[src/rtl/pipeline_ctrl_pkg.sv]
// Shared types and default sizing for the pipeline sequencing controller.
package pipeline_ctrl_pkg;

  localparam int unsigned DEF_JR_STALL_CYCLES = 3;
  localparam int unsigned DEF_DRAIN_CYCLES    = 3;
  localparam int unsigned DEF_CYC_W           = 32;

  typedef enum logic [2:0] {
    StIdle,
    StRun,
    StJrWait,
    StDrain,
    StHalted
  } state_e;

  function automatic int unsigned max_u(input int unsigned a, input int unsigned b);
    return (a > b) ? a : b;
  endfunction

endpackage

[src/rtl/tick_counter.sv]
// Free-running wrapping counter of executed pipeline ticks.
module tick_counter #(
  parameter int unsigned WIDTH = 32
) (
  input  logic             i_clk,
  input  logic             i_rst_n,
  input  logic             i_en,
  output logic [WIDTH-1:0] o_count
);

  logic [WIDTH-1:0] count_q;

  always_ff @(posedge i_clk or negedge i_rst_n) begin
    if (!i_rst_n) begin
      count_q <= '0;
    end else if (i_en) begin
      count_q <= count_q + WIDTH'(1);
    end
  end

  assign o_count = count_q;

endmodule

[src/rtl/pipeline_ctrl.sv]
// Turns hazard/HALT/debug requests into per-stage latch enables and an ID/EX bubble strobe.
module pipeline_ctrl
  import pipeline_ctrl_pkg::*;
#(
  parameter int unsigned JR_STALL_CYCLES = DEF_JR_STALL_CYCLES,
  parameter int unsigned DRAIN_CYCLES    = DEF_DRAIN_CYCLES,
  parameter int unsigned CYC_W           = DEF_CYC_W
) (
  input  logic             i_clk,
  input  logic             i_rst_n,
  input  logic             i_load_stall,
  input  logic             i_jr_stall,
  input  logic             i_halt_ID,
  input  logic             i_dbg_run,
  input  logic             i_dbg_step,
  output logic             o_pc_en,
  output logic             o_if_id_en,
  output logic             o_id_ex_bubble,
  output logic             o_pipe_en,
  output logic             o_halted,
  output logic [CYC_W-1:0] o_cycle_cnt
);

  localparam int unsigned MAX_STALL = max_u(JR_STALL_CYCLES, DRAIN_CYCLES);
  localparam int unsigned CNT_W     = ($clog2(MAX_STALL) > 0) ? $clog2(MAX_STALL) : 1;
  localparam logic [CNT_W-1:0] JR_LOAD    = CNT_W'(JR_STALL_CYCLES - 1);
  localparam logic [CNT_W-1:0] DRAIN_LOAD = CNT_W'(DRAIN_CYCLES - 1);

  state_e           state_q;
  logic             mode_q;     // 0: continuous, 1: single-step
  logic             jr_pass_q;
  logic [CNT_W-1:0] cnt_q;

  logic active;
  logic tick;
  logic front_freeze;

  always_comb begin
    active       = (state_q == StRun) || (state_q == StJrWait) || (state_q == StDrain);
    tick         = active && (!mode_q || i_dbg_step);
    front_freeze = 1'b0;
    if (tick) begin
      case (state_q)
        StRun:            front_freeze = i_halt_ID || (i_jr_stall && !jr_pass_q) || i_load_stall;
        StJrWait, StDrain: front_freeze = 1'b1;
        default:          front_freeze = 1'b0;
      endcase
    end
    o_pipe_en      = tick;
    o_pc_en        = tick && !front_freeze;
    o_if_id_en     = tick && !front_freeze;
    o_id_ex_bubble = front_freeze;
    o_halted       = (state_q == StHalted);
  end

  // The stall/drain counter holds the ticks remaining after the one that loaded it,
  // so the exit happens on the tick where it would decrement to zero.
  always_ff @(posedge i_clk or negedge i_rst_n) begin
    if (!i_rst_n) begin
      state_q   <= StIdle;
      mode_q    <= 1'b0;
      jr_pass_q <= 1'b0;
      cnt_q     <= '0;
    end else begin
      unique case (state_q)
        StIdle: begin
          if (i_dbg_step) begin
            state_q <= StRun;
            mode_q  <= 1'b1;
          end else if (i_dbg_run) begin
            state_q <= StRun;
            mode_q  <= 1'b0;
          end
        end
        StRun, StJrWait, StDrain: begin
          if (i_dbg_step) begin
            mode_q <= 1'b1;
          end else if (i_dbg_run) begin
            mode_q <= 1'b0;
          end
          if (tick) begin
            case (state_q)
              StRun: begin
                jr_pass_q <= 1'b0;
                if (i_halt_ID) begin
                  if (DRAIN_CYCLES <= 1) begin
                    state_q <= StHalted;
                  end else begin
                    cnt_q   <= DRAIN_LOAD;
                    state_q <= StDrain;
                  end
                end else if (i_jr_stall && !jr_pass_q) begin
                  if (JR_STALL_CYCLES <= 1) begin
                    jr_pass_q <= 1'b1;
                  end else begin
                    cnt_q   <= JR_LOAD;
                    state_q <= StJrWait;
                  end
                end
              end
              StJrWait: begin
                cnt_q <= cnt_q - CNT_W'(1);
                if (cnt_q <= CNT_W'(1)) begin
                  state_q   <= StRun;
                  jr_pass_q <= 1'b1;
                end
              end
              StDrain: begin
                cnt_q <= cnt_q - CNT_W'(1);
                if (cnt_q <= CNT_W'(1)) begin
                  state_q <= StHalted;
                end
              end
              default: begin
                state_q <= state_q;
              end
            endcase
          end
        end
        StHalted: begin
          state_q <= StHalted;
        end
        default: begin
          state_q <= StIdle;
        end
      endcase
    end
  end

  tick_counter #(
    .WIDTH (CYC_W)
  ) u_tick_counter (
    .i_clk   (i_clk),
    .i_rst_n (i_rst_n),
    .i_en    (tick),
    .o_count (o_cycle_cnt)
  );

endmodule

[config.mk]
export PLATFORM = sky130hd
export DESIGN_NAME = pipeline_ctrl
export DESIGN_NICKNAME = d
export VERILOG_FILES = /design/src/rtl/pipeline_ctrl_pkg.sv /design/src/rtl/tick_counter.sv /design/src/rtl/pipeline_ctrl.sv
export SDC_FILE = /design/constraint.sdc
export NUM_CORES = 1
export LEC_CHECK = 0
export ABC_AREA = 1
export CORE_MARGIN = 4
export CORE_UTILIZATION = 55
export CTS_BUF_LIST = sky130_fd_sc_hd__clkbuf_16
export CTS_CLUSTER_SIZE = 25
export DETAILED_ROUTE_END_ITERATION = 8
export PLACE_DENSITY = 0.91
export SETUP_SLACK_MARGIN = 0.02
export SYNTH_ARGS = -nofsm -noshare
export SYNTH_HDL_FRONTEND = slang
export SYNTH_SLANG_ARGS = --single-unit
[constraint.sdc]
create_clock -name i_clk -period 4.4 [get_ports i_clk]
set_clock_uncertainty 0.2 [all_clocks]
set_input_delay 1.1 -clock i_clk [delete_from_list [all_inputs] [get_ports i_clk]]
set_output_delay 1.1 -clock i_clk [all_outputs]
set_load 0.02 [all_outputs]
==> metrics.txt <==
DP Wirelength 4210 µm; status finished clean; part of the cycle the worst path needs 0.947; syn nets 310; crit path capture type output pin; Worst VDD drop 0.522 mV; cell taking the most area after synthesis dfrtp_1; Hold Path Class reg -> reg; 1st-iter DRT viols 165; DRT antenna net count 0; antenna violations before repair 0; reg-to-reg startpoint u_tick_counter.o_count[12]$_DFFE_PN0P_; Seq cells post-synth 39; worst-skew pair later-pin latency 0.29 ns; Hold Path End u_tick_counter.o_count[31]$_DFFE_PN0P_; commonest non-fill, non-tap cell in the layout nand2_1; Slew Limit Fails 0; hold depth 2; Hold Vio Cnt, Final 0; share of cells above drive strength 1 0.117; Worst Path Required 3.10 ns; Core ar. 4060 µm²; IO buf count 43; hold path start u_tick_counter.o_count[31]$_DFFE_PN0P_; post_cts resized 0; Synth Instances 301; Via density 5.55; vias in the first global route 2176; commonest non-fill, non-tap cells in the layout nand2_1 (84), clkdlybuf4s50_1 (42), nor2_1 (39), dfrtp_1 (39), inv_1 (32); Max Fclk 0.240 GHz; drt drc 0; Die Y 73.4 µm; CP Launch Type input pin; Root Driver clkbuf_16; Post-DP Area 2820 µm²; CTS tree built; Lkg Pwr 1.38 nW; max-cap check violation count 0; worst r2r dst u_tick_counter.o_count[28]$_DFFE_PN0P_; Arrival @ worst endpoint 2.87 ns; Yosys cell types 31; drt pass-1 iters 4; r2r setup slk 2.64 ns; routed wire length 5830 µm; total negative slack 0 ns; Seq/Total Area, Yosys 0.415; # Post-CTS Setup Buffers 0; ranking of synthesized cells by area dfrtp_1 (42%), nand2_1 (13%), nor2_1 (6.2%); worst relative slew slack 0.420; Synth top area share 0.415; RSZ-0062 raised after global routing false; die area 5380 µm²; CTS hold repair buffers 0; post-route cell area 2980 µm²; routed len/inst 14.6 µm; CTS Sinks 39; via count 2218; Nets 358; Ant. Diodes 0; IO Pins 44; total routing usage reported by global routing 0.239; initial cell density of the core 0.579; first-pass GRT wire length 9830 µm; reg2reg path depth 7; Reg clk slew, reported paths 0.05 ns; Synth Cell Area 2350 µm²; Congestion Overflow GR 0; Die W 73.4 µm; Final setup viols 0; Clock Path Buffers 2; worst setup path class in -> out; clock buffer count from CTS 5; Syn. warnings 0; Row Count 23; final RePlAce weighted congestion 0.876; Mapped Avg Cell Area 7.81 µm²; Slew @ Worst Pin 0.870 ns; largest net degree at the start of global routing 40; PwrDens 467 nW/µm²; Area Growth Syn to Fin 26.8%; H-tree levels 2; Max FO, Critical Path 16; Final Critical Period 4.17 ns
[critical path: stages]
cell             delay, ns
clkdlybuf4s50_1       0.48
inv_1                 0.06
nand2_2               0.10
nand2_4               0.14
nor4_1                0.31
clkdlybuf4s50_1       0.68
[synth_stat cells (all sizes together)]
master / n
o21ai: 12
nand4: 12
inv: 35
nand2: 93
a22oi: 1
a21oi: 2
buf: 3
o21a: 1
nand3: 21
nor3b: 1
nor4: 1
xnor2: 9
xor2: 9
nor2: 51
nor3: 6
ha: 2
and2: 1
dfrtp: 39
nand3b: 2
[routing by layer]
| layer | track usage | vias to the layer above | wire, µm |
|---|---|---|---|
| li1 | - | 1053 | - |
| met1 | 0.293 | 1060 | 2340 |
| met2 | 0.409 | 91 | 2980 |
| met3 | 0.0547 | 14 | 387 |
| met4 | 0.0885 | 0 | 120 |
| met5 | 0 | - | 0 |
[kinds of logic after synthesis]
| family | Yosys count | synth area share |
|---|---|---|
| AND/OR/NAND/NOR | 188 | 0.392 |
| flip-flops | 39 | 0.415 |
| buffers and inverters | 38 | 0.0687 |
| XOR/XNOR | 18 | 0.0767 |
| AO/OA/AOI/OAI | 16 | 0.0362 |
| adder cells (fa/ha/maj) | 2 | 0.0106 |
[report_power, final]
part	leakage (nW)	total, mW	internal [mW]	switching [mW]
clock network	0.0812	0.405	0.264	0.140
logic	0.780	0.500	0.185	0.315
registers	0.523	0.486	0.417	0.0692
total	1.38	1.39	0.866	0.525
[metrics by stage]
| step | util | hold slack, ns | instances | setup WS [ns] | power [mW] |
|---|---|---|---|---|---|
| after detailed placement | 0.694 | 0.278 | 392 | 0.230 | 0.985 |
| after floorplan | - | 0.267 | 301 | 0.681 | 0.832 |
| after global routing | 0.734 | 0.348 | 400 | 0.0753 | 1.47 |
| final | 0.734 | 0.290 | 400 | 0.231 | 1.39 |
| after global placement | 0.694 | 0.273 | 392 | 0.318 | 0.965 |
| after CTS | 0.734 | 0.294 | 400 | 0.227 | 1.39 |
[sequential cells by signal, indices dropped and copies added, names as in the netlist]
name and count:
u_tick_counter.o_count 32, jr_pass_q 1, mode_q 1, cnt_q 2, state_q 3
[layout make-up]
type	count	area [µm²]
sequential	39	976
timing repair buffer	44	433
multi-input combinational	224	1210
inverter	35	131
clock inverter	3	38.8
clock buffer	5	125
fill	296	1080
tap	50	62.6
[worst max path at each step]
stage               start          to  slack, ns
3_5_place_dp   i_dbg_step  o_if_id_en       0.23
3_3_place_gp   i_dbg_step  o_if_id_en       0.32
2_1_floorplan  i_dbg_step     o_pc_en       0.68
4_1_cts        i_dbg_step  o_if_id_en       0.23
6_report       i_dbg_step  o_if_id_en       0.23
5_1_grt        i_dbg_step  o_if_id_en       0.08
Note: power is estimated with default switching activity, not from simulation.
